### config.mk
export PLATFORM = sky130hd
export DESIGN_NAME = align_job_ctrl
export DESIGN_NICKNAME = d
export VERILOG_FILES = /design/src/rtl/align_job_ctrl.sv
export SDC_FILE = /design/constraint.sdc
export NUM_CORES = 1
export LEC_CHECK = 0
export CAP_MARGIN = 20
export CORE_ASPECT_RATIO = 0.6
export CORE_MARGIN = 3
export CORE_UTILIZATION = 55
export CTS_CLUSTER_SIZE = 10
export DETAILED_ROUTE_END_ITERATION = 10
export PLACE_DENSITY = 0.82
export SYNTH_ARGS = -nofsm -noshare
export SYNTH_HDL_FRONTEND = slang
export SYNTH_SLANG_ARGS = --single-unit
### constraint.sdc
create_clock -name clk -period 3.5 [get_ports clk]
set_input_delay 0.7 -clock clk [delete_from_list [all_inputs] [get_ports clk]]
set_output_delay 0.7 -clock clk [all_outputs]
set_load 0.02 [all_outputs]
### src/rtl/align_job_ctrl.sv
// Job sequencer: fetches S/T bases from sequence memory, streams them to the DP array,
// then buffers traceback beats in an output FIFO and acks the DP once the host has drained them.

module align_fifo #(
   parameter int W     = 2,
   parameter int DEPTH = 16
) (
   input  logic         i_clk,
   input  logic         i_reset,
   input  logic         i_push,
   input  logic [W-1:0] i_dat,
   input  logic         i_pop,
   output logic [W-1:0] o_dat,
   output logic         o_vld,
   output logic         o_full
);
   localparam int AW = $clog2(DEPTH);

   logic [W-1:0]  r_mem [DEPTH];
   logic [AW-1:0] r_wr_ptr;
   logic [AW-1:0] r_rd_ptr;
   logic [AW:0]   r_cnt;
   logic          w_wr;
   logic          w_rd;

   assign o_vld  = (r_cnt != '0);
   assign o_full = (r_cnt == (AW+1)'(DEPTH));
   assign w_rd   = i_pop && o_vld;
   // A pop in the same cycle frees the slot, so a push into a full FIFO is still accepted.
   assign w_wr   = i_push && (!o_full || w_rd);
   assign o_dat  = o_vld ? r_mem[r_rd_ptr] : '0;

   always_ff @(posedge i_clk) begin
      if (w_wr) r_mem[r_wr_ptr] <= i_dat;
   end

   always_ff @(posedge i_clk) begin
      if (i_reset) begin
         r_wr_ptr <= '0;
         r_rd_ptr <= '0;
         r_cnt    <= '0;
      end else begin
         if (w_wr) r_wr_ptr <= r_wr_ptr + AW'(1);
         if (w_rd) r_rd_ptr <= r_rd_ptr + AW'(1);
         case ({w_wr, w_rd})
            2'b10:   r_cnt <= r_cnt + (AW+1)'(1);
            2'b01:   r_cnt <= r_cnt - (AW+1)'(1);
            default: r_cnt <= r_cnt;
         endcase
      end
   end
endmodule

module align_job_ctrl #(
   parameter int BP_WIDTH   = 2,
   parameter int LOG_N      = 7,
   parameter int LEN_WIDTH  = 12,
   parameter int FIFO_DEPTH = 16
) (
   input  logic                 clk,
   input  logic                 reset_i,
   input  logic                 job_valid_i,
   output logic                 job_ready_o,
   input  logic [LOG_N:0]       job_s_len_i,
   input  logic [LEN_WIDTH-1:0] job_t_len_i,
   output logic                 seq_rd_en_o,
   output logic                 seq_rd_sel_o,
   output logic [LEN_WIDTH-1:0] seq_rd_addr_o,
   input  logic [BP_WIDTH-1:0]  seq_rd_data_i,
   output logic [BP_WIDTH-1:0]  dp_S_o,
   output logic                 dp_s_update_o,
   output logic [BP_WIDTH-1:0]  dp_T_o,
   output logic                 dp_valid_o,
   output logic                 dp_new_seq_o,
   output logic [LOG_N-1:0]     dp_PE_end_o,
   input  logic                 dp_busy_i,
   output logic                 dp_ack_o,
   input  logic                 tb_valid_i,
   input  logic                 tb_done_i,
   input  logic [BP_WIDTH-1:0]  aln_data_i,
   input  logic                 aln_valid_i,
   output logic [BP_WIDTH-1:0]  out_data_o,
   output logic                 out_valid_o,
   input  logic                 out_ready_i,
   output logic                 job_done_o,
   output logic                 job_err_o,
   output logic                 overflow_o
);
   localparam int CW = LEN_WIDTH + 1;
   localparam logic [LOG_N:0] S_MAX = {1'b1, {LOG_N{1'b0}}};

   typedef enum logic [2:0] {IDLE, LOAD_S, STREAM_T, WAIT_TB, CAPTURE, DRAIN, ACK} state_t;

   state_t                r_state;
   logic [LOG_N:0]        r_s_len;
   logic [LEN_WIDTH-1:0]  r_t_len;
   logic [CW-1:0]         r_cnt;
   logic [LOG_N-1:0]      r_pe_end;
   logic                  r_new_seq;
   logic                  r_s_upd;
   logic                  r_t_occ;
   logic                  r_t_fresh;
   logic [BP_WIDTH-1:0]   r_t_hold;
   logic                  r_ack;
   logic                  r_done;
   logic                  r_err;
   logic                  r_ovf;

   logic                  w_legal;
   logic [LOG_N:0]        w_s_len_m1;
   logic                  w_s_rd;
   logic                  w_t_rd;
   logic                  w_t_xfer;
   logic                  w_push;
   logic                  w_full;
   logic                  w_drop;

   assign w_legal    = (job_s_len_i != '0) && (job_s_len_i <= S_MAX) && (job_t_len_i != '0);
   assign w_s_len_m1 = job_s_len_i - (LOG_N+1)'(1);

   assign w_s_rd   = (r_state == LOAD_S) && (r_cnt < CW'(r_s_len));
   assign w_t_xfer = r_t_occ && !dp_busy_i;
   // One-entry skid: only refill when the held beat is empty or leaving this cycle.
   assign w_t_rd   = (r_state == STREAM_T) && (r_cnt < CW'(r_t_len)) && (!r_t_occ || !dp_busy_i);

   assign seq_rd_en_o   = w_s_rd || w_t_rd;
   assign seq_rd_sel_o  = w_t_rd;
   assign seq_rd_addr_o = (w_s_rd || w_t_rd) ? r_cnt[LEN_WIDTH-1:0] : '0;

   assign dp_S_o        = r_s_upd ? seq_rd_data_i : '0;
   assign dp_s_update_o = r_s_upd;
   // Fresh read data is forwarded straight from memory; a stalled beat comes from the hold register.
   assign dp_T_o        = !r_t_occ ? '0 : (r_t_fresh ? seq_rd_data_i : r_t_hold);
   assign dp_valid_o    = r_t_occ;
   assign dp_new_seq_o  = r_new_seq;
   assign dp_PE_end_o   = r_pe_end;
   assign dp_ack_o      = r_ack;
   assign job_ready_o   = (r_state == IDLE);
   assign job_done_o    = r_done;
   assign job_err_o     = r_err;
   assign overflow_o    = r_ovf;

   assign w_push = (r_state == CAPTURE) && aln_valid_i;
   assign w_drop = w_push && w_full && !(out_ready_i && out_valid_o);

   align_fifo #(.W(BP_WIDTH), .DEPTH(FIFO_DEPTH)) u_fifo (
      .i_clk   (clk),
      .i_reset (reset_i),
      .i_push  (w_push),
      .i_dat   (aln_data_i),
      .i_pop   (out_ready_i),
      .o_dat   (out_data_o),
      .o_vld   (out_valid_o),
      .o_full  (w_full)
   );

   always_ff @(posedge clk) begin
      if (reset_i) begin
         r_state   <= IDLE;
         r_s_len   <= '0;
         r_t_len   <= '0;
         r_cnt     <= '0;
         r_pe_end  <= '0;
         r_new_seq <= 1'b0;
         r_s_upd   <= 1'b0;
         r_t_occ   <= 1'b0;
         r_t_fresh <= 1'b0;
         r_t_hold  <= '0;
         r_ack     <= 1'b0;
         r_done    <= 1'b0;
         r_err     <= 1'b0;
         r_ovf     <= 1'b0;
      end else begin
         r_new_seq <= 1'b0;
         r_s_upd   <= w_s_rd;
         r_t_fresh <= w_t_rd;
         r_t_occ   <= w_t_rd || (r_t_occ && !w_t_xfer);
         if (r_t_fresh) r_t_hold <= seq_rd_data_i;
         if (w_drop) r_ovf <= 1'b1;

         case (r_state)
            IDLE: begin
               if (job_valid_i) begin
                  r_s_len  <= job_s_len_i;
                  r_t_len  <= job_t_len_i;
                  r_pe_end <= w_s_len_m1[LOG_N-1:0];
                  r_cnt    <= '0;
                  r_ovf    <= 1'b0;
                  if (w_legal) begin
                     r_state   <= LOAD_S;
                     r_new_seq <= 1'b1;
                  end else begin
                     r_state <= ACK;
                     r_done  <= 1'b1;
                     r_err   <= 1'b1;
                  end
               end
            end
            LOAD_S: begin
               // The extra cycle after the last read carries the final S beat.
               if (w_s_rd) begin
                  r_cnt <= r_cnt + CW'(1);
               end else begin
                  r_cnt   <= '0;
                  r_state <= STREAM_T;
               end
            end
            STREAM_T: begin
               if (w_t_rd) r_cnt <= r_cnt + CW'(1);
               if ((r_cnt == CW'(r_t_len)) && w_t_xfer) r_state <= WAIT_TB;
            end
            WAIT_TB: begin
               if (tb_valid_i) r_state <= CAPTURE;
            end
            CAPTURE: begin
               if (tb_done_i) r_state <= DRAIN;
            end
            DRAIN: begin
               if (!out_valid_o) begin
                  r_state <= ACK;
                  r_ack   <= 1'b1;
                  r_done  <= 1'b1;
               end
            end
            ACK: begin
               r_state <= IDLE;
               r_ack   <= 1'b0;
               r_done  <= 1'b0;
               r_err   <= 1'b0;
            end
            default: r_state <= IDLE;
         endcase
      end
   end
endmodule

## Word level (Yosys, flattened, before mapping)

Memories as Yosys holds them, arrays and structs flattened. A register that Yosys moved wholly into a read port is not among the register bits.
Cells that the tools add are included.

- Register bits after elaboration: 66
- Bits in latches: 0
- Memory bits (writable): 32
- Memory bits (read-only): 0
- Input bits: 32
- Output and inout port bits: 36
- Word-level logic and storage cells: 117
- Memories kept: 1

Memories:

| memory | depth | width | read ports | clocked after Yosys merged registers in | wr ports | line | text |
|---|---|---|---|---|---|---|---|
| u_fifo.r_mem | 16 | 2 | 1 | 1 | 1 | 19 | `logic [W-1:0] r_mem [DEPTH];` |

- Add/sub/neg operators: 6
- $mul: 0
- Divide/modulo/power cells: 0
- $lt $le $gt $ge: 3
- Equal/unequal tests: 18
- Shift operators: 0
- Mux-type cells: 32
- Bitwise operators: 2
- Reductions and logical operators: 38

Operators by type and width:

| cell | number |
|---|---|
| $mux 13 | 3 |
| $pmux 13 s3 | 1 |
| $mux 3 | 7 |
| $pmux 3 s6 | 1 |
| $ne 2x2->1 const B | 7 |
| $add 13x1->13 const B | 1 |
| $eq 13x12->1 | 1 |
| $logic_and 1x1->1 | 13 |
| $lt 13x12->1 | 1 |
| $lt 13x8->1 | 1 |
| $mux 12 | 1 |
| $reduce_bool 12->1 | 1 |
| $pmux 5 s2 | 1 |
| $eq 3x3->1 const B | 3 |
| $mux 1 | 9 |
| $add 4x1->4 const B | 2 |
| $le 8x8->1 const B | 1 |
| $mux 2 | 4 |
| $mux 4 | 2 |
| $reduce_bool 8->1 | 1 |
| $sub 7x1->7 const B | 1 |
| $eq 3x2->1 const B | 2 |
| $reduce_and 3->1 | 2 |
| $reduce_and 6->1 | 1 |
| 19 further kinds | 32 |

## Longest topological paths before layout

- Word-level depth: 7
- Depth in mapped cells: 15
- Mapped depth without buffers: 13

## Cells and area by module

Synthesis repeated with hierarchy kept, for this count alone.

- Cell total of the unflattened synthesis: 556
- Area, all modules: 5,236.3 µm²

By module, submodules not included:

| module | times used | cells each | area each (µm²) | seq. area each (µm²) |
|---|---|---|---|---|
| align_job_ctrl | 1 | 382 | 2,969.1 | 1,061.0 |
| align_fifo | 1 | 174 | 2,267.2 | 1,301.2 |

## Least setup slack after synthesis

No wires, ideal clock.

- Path kind: register -> register
- Start point: register u_fifo.r_cnt[0]
- End point: register u_fifo.r_cnt[4]
- Library setup time: 128 ps
- Data arrival time: 2,810 ps
- Required time: 3,372 ps
- Setup slack: 563 ps
- Stages on the path, launching flop included: 13
- Buffers on the path: 1
- Clock period less this slack: 2,937 ps
- Cells stage by stage: dfxtp_1 or4_4 or2_2 and2_1 buf_6 ha_1 ha_1 nor2b_1 o21ai_0 a21oi_1 nor3_1 xnor2_1 nor2_1

- Word-level cells in the longest chain between the ends: 6
- Elaborated cells between the ends (all ways): 12
- Those cells by class: add/sub (2); eq/ne (3); mux (1); reduce/logical (6)

Ends and longest elaborated chain:

| element | line | text |
|---|---|---|
| start: declaration | 22 | `logic [AW:0] r_cnt;` |
| start signal: assignment | 46 | `2'b10: r_cnt <= r_cnt + (AW+1)'(1);` |
| start signal: assignment | 47 | `2'b01: r_cnt <= r_cnt - (AW+1)'(1);` |
| start signal: assignment | 48 | `default: r_cnt <= r_cnt;` |
| $reduce_bool 5->1 * | 26 | `assign o_vld = (r_cnt != '0);` |
| via out_valid_o | 83 | `output logic out_valid_o,` |
| $logic_and 1x1->1 * | 28 | `assign w_rd = i_pop && o_vld;` |
| $logic_or 1x1->1 | 30 | `assign w_wr = i_push && (!o_full \|\| w_rd);` |
| $logic_and 1x1->1 | 30 |  |
| $eq 2x1->1 or $eq 2x2->1 (tied branches) | 45 | `case ({w_wr, w_rd})` |
| $pmux 5 s2 or $reduce_bool 2->1 (tied branches) | -- |  |

Mark *: on every way through the listed nets, which the timed path passes. The rest lies on a longest branch.
A chain may end at the register's enable or synchronous reset.

## Worst setup path in the final report

- Start point: register r_cnt[2]
- End point: output seq_rd_addr_o[8]

- Word-level cells in the longest chain between the ends: 5
- Elaborated cells between the ends (all ways): 7
- Those cells by class: order compare (2); mux (1); reduce/logical (4)

Ends and longest elaborated chain:

| element | line | text |
|---|---|---|
| start: declaration | 97 | `logic [CW-1:0] r_cnt;` |
| start signal: assignment | 202 | `r_cnt <= r_cnt + CW'(1);` |
| start signal: assignment | 209 | `if (w_t_rd) r_cnt <= r_cnt + CW'(1);` |
| $lt 13x12->1 | 124 | `assign w_t_rd = (r_state == STREAM_T) && (r_cnt < CW'(r_t_len)) && (!r_t_occ \|\| !dp_busy_i);` |
| $logic_and 1x1->1 (2 in a row) | 124 |  |
| $logic_or 1x1->1 * | 128 | `assign seq_rd_addr_o = (w_s_rd \|\| w_t_rd) ? r_cnt[LEN_WIDTH-1:0] : '0;` |
| $mux 12 * | 128 |  |
| end: declaration | 68 | `output logic [LEN_WIDTH-1:0] seq_rd_addr_o,` |

Every way passes the cells marked *; elsewhere a longest branch is shown, timed or not.

==> run_results.csv <==
group,metric,value,unit
status,outcome,"completed",
clocking,cts_tree,"built",
setup_path,cp.required,2800,ps
power,vdd_drop_max,0.322,mV
synthesis,yosysWarnings,0,
grt,use_met3,7.16,%
placed_design,place_ws,111,ps
setup_path,reg2reg_from,"u_fifo.r_cnt[0]$_SDFFE_PP0P_",
synthesis,ys_types,62,
timing,fmax,0.294,GHz
timing,drv_slew,0,
power,power_density,661,nW/um^2
die,dieArea,10600,sq um
die,dieHeight,80.9,microns
final_layout,area_delta_synth_final,23.1,%
setup_path,crit_type,"reg -> out",
synthesis,yosys.area.top_type,"dfxtp_1",
setup_path,cp.arrival,2700,ps
placed_design,gp_congestion,0.924,
die,ios,68,
final_layout,seq_area,2370,sq um
clocking,cts_buffers,9,
timing,fin_ws,102,ps
clocking,clock-sinks,102,
clocking,h-tree-depth,3,
die,core,8820,sq um
timing,rsz0062_at_grt,"false",
final_layout,multiInputGateArea,2530,sq um
synthesis,synth-edff-count,32,
grt,met2_usage,39.4,%
grt,antenna_found_initial,0,
worst_hold_path,min_from,"r_t_len[2]$_SDFFE_PP0P_",
timing,hold_viol,0,
final_layout,nets,661,
setup_path,r2r-end,"u_fifo.r_cnt[4]$_SDFFE_PP0P_",
timing,hold_slack,458,ps
synthesis,syn_inst,535,
grt,grt_max_degree,34,
placed_design,placed_cells,712,
setup_path,critPathCaptureType,"output port",
final_layout,antenna_cells,0,
setup_path,path_max_fanout,25,
grt,busiest_layer,"met2",
clocking,cts.clk_slew.worst_paths,70,ps
synthesis,synth_ff_type,"dfxtp_1",
synthesis,yosys_register_bits,102,
die,dieWidth,131,microns
final_layout,fill_cells,640,
detailed_routing,ant_nets,0,
detailed_routing,num_vias,4309,
die,rows,26,
power,p_leak,2.48,nW
timing,setup_viol,0,
timing,finClkSkew,9.66,ps
worst_hold_path,hold_path_end,"r_t_len[2]$_SDFFE_PP0P_",
synthesis,yosys-top-cells-area,"dfxtp_1, edfxtp_1, ha_1, nand2_1, mux4_2",
detailed_routing,post_drt_wl_per_cell,18.0,microns
synthesis,syn_nets,598,
flow_run,maxCapViolCount,0,
placed_design,dpl.hpwl,9470,microns
detailed_routing,vias_per_cell,5.91,
timing,maxSlewHeadroom,61.3,%
clocking,clock_latency,350,ps
synthesis,yosysSeqAreaShare,45.9,%
final_layout,final_cells,729,
detailed_routing,drc,0,
setup_path,critPathLaunch,"r_cnt[2]$_SDFFE_PP0P_",
grt,grt_pass1_vias,4102,
grt,grt_usage,25.9,%
detailed_routing,drt_iter0_markers,377,
synthesis,syn_area,5150,sq um
placed_design,port_buffers,67,
worst_hold_path,hold-path-cell-count,2,
synthesis,ys_async_sr_fraction,0,%
final_layout,drive_gt1_share,9.95,%
setup_path,r2r_setup_slack,350,ps
grt,grt_pass1_wl,21200,microns
synthesis,synth_area_per_cell,9.62,sq um
detailed_routing,drt-pass1-iter-count,5,
setup_path,critPathLaunchType,"flip-flop",
setup_path,r2r_cells,11,
detailed_routing,drt-total-wl,13100,microns
timing,layout_min_cycle_time,3400,ps
grt,overflow,0,
worst_hold_path,min_path_type,"reg -> reg",
timing,timing.final.crit_share,97.1,%
final_layout,fin_area,6340,sq um
clocking,clockBufferDepth,2,
timing,worst_pin_slew,578,ps
placed_design,place_area,5940,sq um
die,initial_core_util,58.4,%
grt,use_met1,37.7,%
timing,fin_setup_tns,0,ps
clocking,clock-root-buffer,"clkbuf_16",
synthesis,synth_top_cell_area_share,27.2,%
registers in the layout, summed over array words and instances, names as in the netlist, 2 cells and up, named ones only:
signal,flops
u_fifo.r_mem,32
dp_PE_end_o,7
r_state,3
r_cnt,13
r_t_hold,2
r_s_len,8
u_fifo.r_cnt,5
r_t_len,12
u_fifo.r_wr_ptr,4
u_fifo.r_rd_ptr,4
cells by family (layout without fill, tap and decap cells):
kind of cell | Yosys count | in the layout | share of synthesized area [%]
and+or+nand+nor | 212 | 212 | 20.9
AOI/OAI and AO/OA | 98 | 98 | 12.8
xor gates and xnor gates | 14 | 14 | 2.38
adders and majority gates | 31 | 31 | 7.68
buffers and inverters | 64 | 132 | 5.18
DFF | 102 | 102 | 45.9
muxes | 14 | 14 | 5.15
layer usage:
layer / vias to the layer above / part of all wire [%]
li1: 2009 / -
met1: 2099 / 47
met2: 184 / 44
met3: 17 / 8.4
met4: 0 / 0.85
met5: - / 0
Yosys cell counts (all sizes together) (3+ instances only):
cell type,instances
nand4,6
nor4b,7
nand2,65
nand3,8
and2,7
mux2i,4
edfxtp,32
a211oi,6
inv,36
o21ai,17
nand2b,5
a31oi,4
xnor2,6
ha,30
and3,5
nor2b,17
clkbuf,17
dfxtp,70
or3,3
a31o,3
mux4,10
a211o,3
nor2,52
a21oi,44
buf,11
nor4,6
o32ai,3
nor3,18
nor3b,5
xor2,8
critical path, stage by stage, from the launching register on:
cell and delay, ps:
dfxtp_1 450, buf_4 190, ha_1 240, a21oi_1 140, o21ai_1 130, a21oi_2 200, a21oi_2 90, buf_12 170
nor2b_1 120, clkdlybuf4s50_1 610
layout by cell type (no fill, tap or decap), types with 6 or more instances in the layout:
cell | Yosys | routed
xnor2_1 | 6 | 6
nor2b_1 | 17 | 17
nand3_1 | 8 | 8
edfxtp_1 | 32 | 32
nor2_1 | 51 | 50
clkdlybuf4s50_1 | 0 | 55
o21ai_0 | 17 | 15
nor3_1 | 18 | 17
nand2_1 | 65 | 65
a21oi_1 | 43 | 42
nand4_1 | 6 | 6
inv_1 | 36 | 36
buf_4 | 1 | 12
mux4_2 | 10 | 10
xor2_1 | 8 | 8
nor4_1 | 6 | 6
ha_1 | 30 | 30
and2_1 | 7 | 7
clkbuf_16 | 0 | 9
dlymetal6s2s_1 | 0 | 10
dfxtp_1 | 70 | 66
power breakdown:
group          internal [mW]  leakage [nW]  total, mW  switching [mW]
logic                  0.632          1.45       1.56           0.925
clock network          0.652         0.170       1.14           0.485
registers               1.36         0.859       1.50           0.137
per-stage QoR:
stage / util, % / power (mW)
3_3_place_gp: 67.4 / 2.96
5_1_grt: 71.9 / 4.40
2_1_floorplan: - / 2.51
3_5_place_dp: 67.4 / 3.02
4_1_cts: 71.5 / 4.16
6_report: 71.9 / 4.19
timing repair:
| item | in CTS | in global routing |
|---|---|---|
| buffers inserted | 1 | 0 |
| pin swaps | 1 | 0 |
| endpoints found under the setup margin | 13 | 12 |
| resized for setup | 4 | 16 |
| hold buffers | 0 | 0 |
how the worst max path moves through the flow:
stage / endpoint / slack (ps) / cells past startpoint
floorplan: u_fifo.r_cnt[4]$_SDFFE_PP0P_ / 560 / 12
detailed placement: seq_rd_addr_o[3] / 110 / 8
global route: seq_rd_addr_o[8] / 20 / 9
CTS: seq_rd_addr_o[3] / 0.8 / 9
finish: seq_rd_addr_o[8] / 100 / 9
global placement: seq_rd_addr_o[4] / 230 / 8
final cells by class:
| class | count | area share (%) |
|---|---|---|
| Sequential cell | 102 | 37.3 |
| Inverter | 36 | 2.13 |
| Clock inverter | 7 | 1.95 |
| Timing Repair Buffer | 80 | 12.6 |
| Multi-Input combinational cell | 369 | 39.9 |
| Clock buffer | 9 | 3.55 |
| Tap cell | 126 | 2.49 |
No activity file was read; power rests on OpenSTA's default activity.
==> variant: new RTL, same settings <==
Set the parameter `LEN_WIDTH` to 24 (it was 12).
--- a/src/rtl/align_job_ctrl.sv
+++ b/src/rtl/align_job_ctrl.sv
@@ -55,5 +55,5 @@
    parameter int BP_WIDTH   = 2,
    parameter int LOG_N      = 7,
-   parameter int LEN_WIDTH  = 12,
+   parameter int LEN_WIDTH  = 24,
    parameter int FIFO_DEPTH = 16
 ) (
Interface: changed (resized job_t_len_i and seq_rd_addr_o); port bits go from 68 to 92. The function was not compared with the original's and may differ.
==> variant against the unedited design <==
- wire length grew 46%
- power is 35% higher
- area after synthesis grew 29%
- first-iteration DRC count is 110% higher
- design area up 31%
- worst setup slack better by 0.023 ns
- utilization is 0.37 points higher
- sequential cell count up 24
- die area rose by 27%
- critical path type unchanged
- largest power group unchanged
- highest routed layer unchanged
==> variant: results (changes against the unedited design) <==
| Metric | Value |
|---|---|
| Status | `finished, final reports clean (unchanged)` |
| Top flop regs | `u_fifo.r_mem x32, r_cnt x25, r_t_len x24 (was u_fifo.r_mem x32, r_cnt x13, r_t_len x12)` |
| Skew final | `0.00871 ns (was 0.00966 ns)` |
| Ranking of synthesized cells by area | `dfxtp_1 (28%), edfxtp_1 (14%), ha_1 (8.1%), nand2_1 (6.8%), a21oi_1 (5.6%) (was dfxtp_1 (27%), edfxtp_1 (19%), ha_1 (7.3%), nand2_1 (4.7%), mux4_2 (4.4%))` |
| Skew-Pair Late Insertion Delay | `0.41 ns (was 0.35 ns)` |
| Routability cong. | `0.923 (was 0.924)` |
| Register area share after synthesis | `42.9% (was 45.9%)` |
| R2R Path Start | `r_state[2] (was u_fifo.r_cnt[0])` |
| Critical path's largest stage delay | `0.55 ns (was 0.61 ns)` |
| WL met3 | `1980 µm (was 1110 µm)` |
| Dpl cell area | `7880 µm² (was 5940 µm²)` |
| 1st-iter DRT viols | `778 (was 377)` |
| CP Max Fanout | `8 (was 25)` |
| Met2 Use GR | `42.9% (was 39.4%)` |
| Largest net degree at the start of global routing | `56 (was 34)` |
| P_leak | `0.00318 µW (was 0.00248 µW)` |
| GRT Total Usage | `28.3% (was 25.9%)` |
| WL/cell | `18.5 µm (was 18.0 µm)` |
| # port buffers | `91 (was 67)` |
| Clock power frac | `28.3% (was 27.1%)` |
| First-pass GRT wire length | `30200 µm (was 21200 µm)` |
| Synthesized instance count | `755 (was 535)` |
| H-tree depth | `4 (was 3)` |
| Final nets | `952 (was 661)` |
| Worst Path Arrival | `2.67 ns (was 2.70 ns)` |
| Via density | `6.00 (was 5.91)` |
variant: cell count changes after synthesis, sizes merged, moves of 13 or more:
cell / delta
ha: +13
a21oi: +30
nor2: +15
dfxtp: +24
nand2: +56
nor4: +13
and2: +24
variant: final cells by class:
cell class,count,area (µm²)
Clock buffer,20,437
Multi-Input combinational cell,538,3450
Fill cell,843,3200
Tap cell,160,200
Sequential cell,126,2840
Timing Repair Buffer,133,1120
Clock inverter,12,97.6
Inverter,48,180
variant: kinds of logic after synthesis:
| group | synth area share [%] |
|---|---|
| AOI/OAI and AO/OA | 14.3 |
| DFF | 42.9 |
| and+or+nand+nor | 22.5 |
| xor gates and xnor gates | 1.98 |
| adders and majority gates | 8.42 |
| buffers and inverters | 5.66 |
| muxes | 4.30 |
variant: worst register-to-register path, delay by kind of cell (launching register included):
kind	cells	cell delay, ns
adder cells (fa/ha/maj)	2	0.48
AND/OR/NAND/NOR	3	0.96
AO/OA/AOI/OAI	3	0.48
flip-flops	1	0.62
XOR/XNOR	1	0.09
buffers and inverters	4	0.42
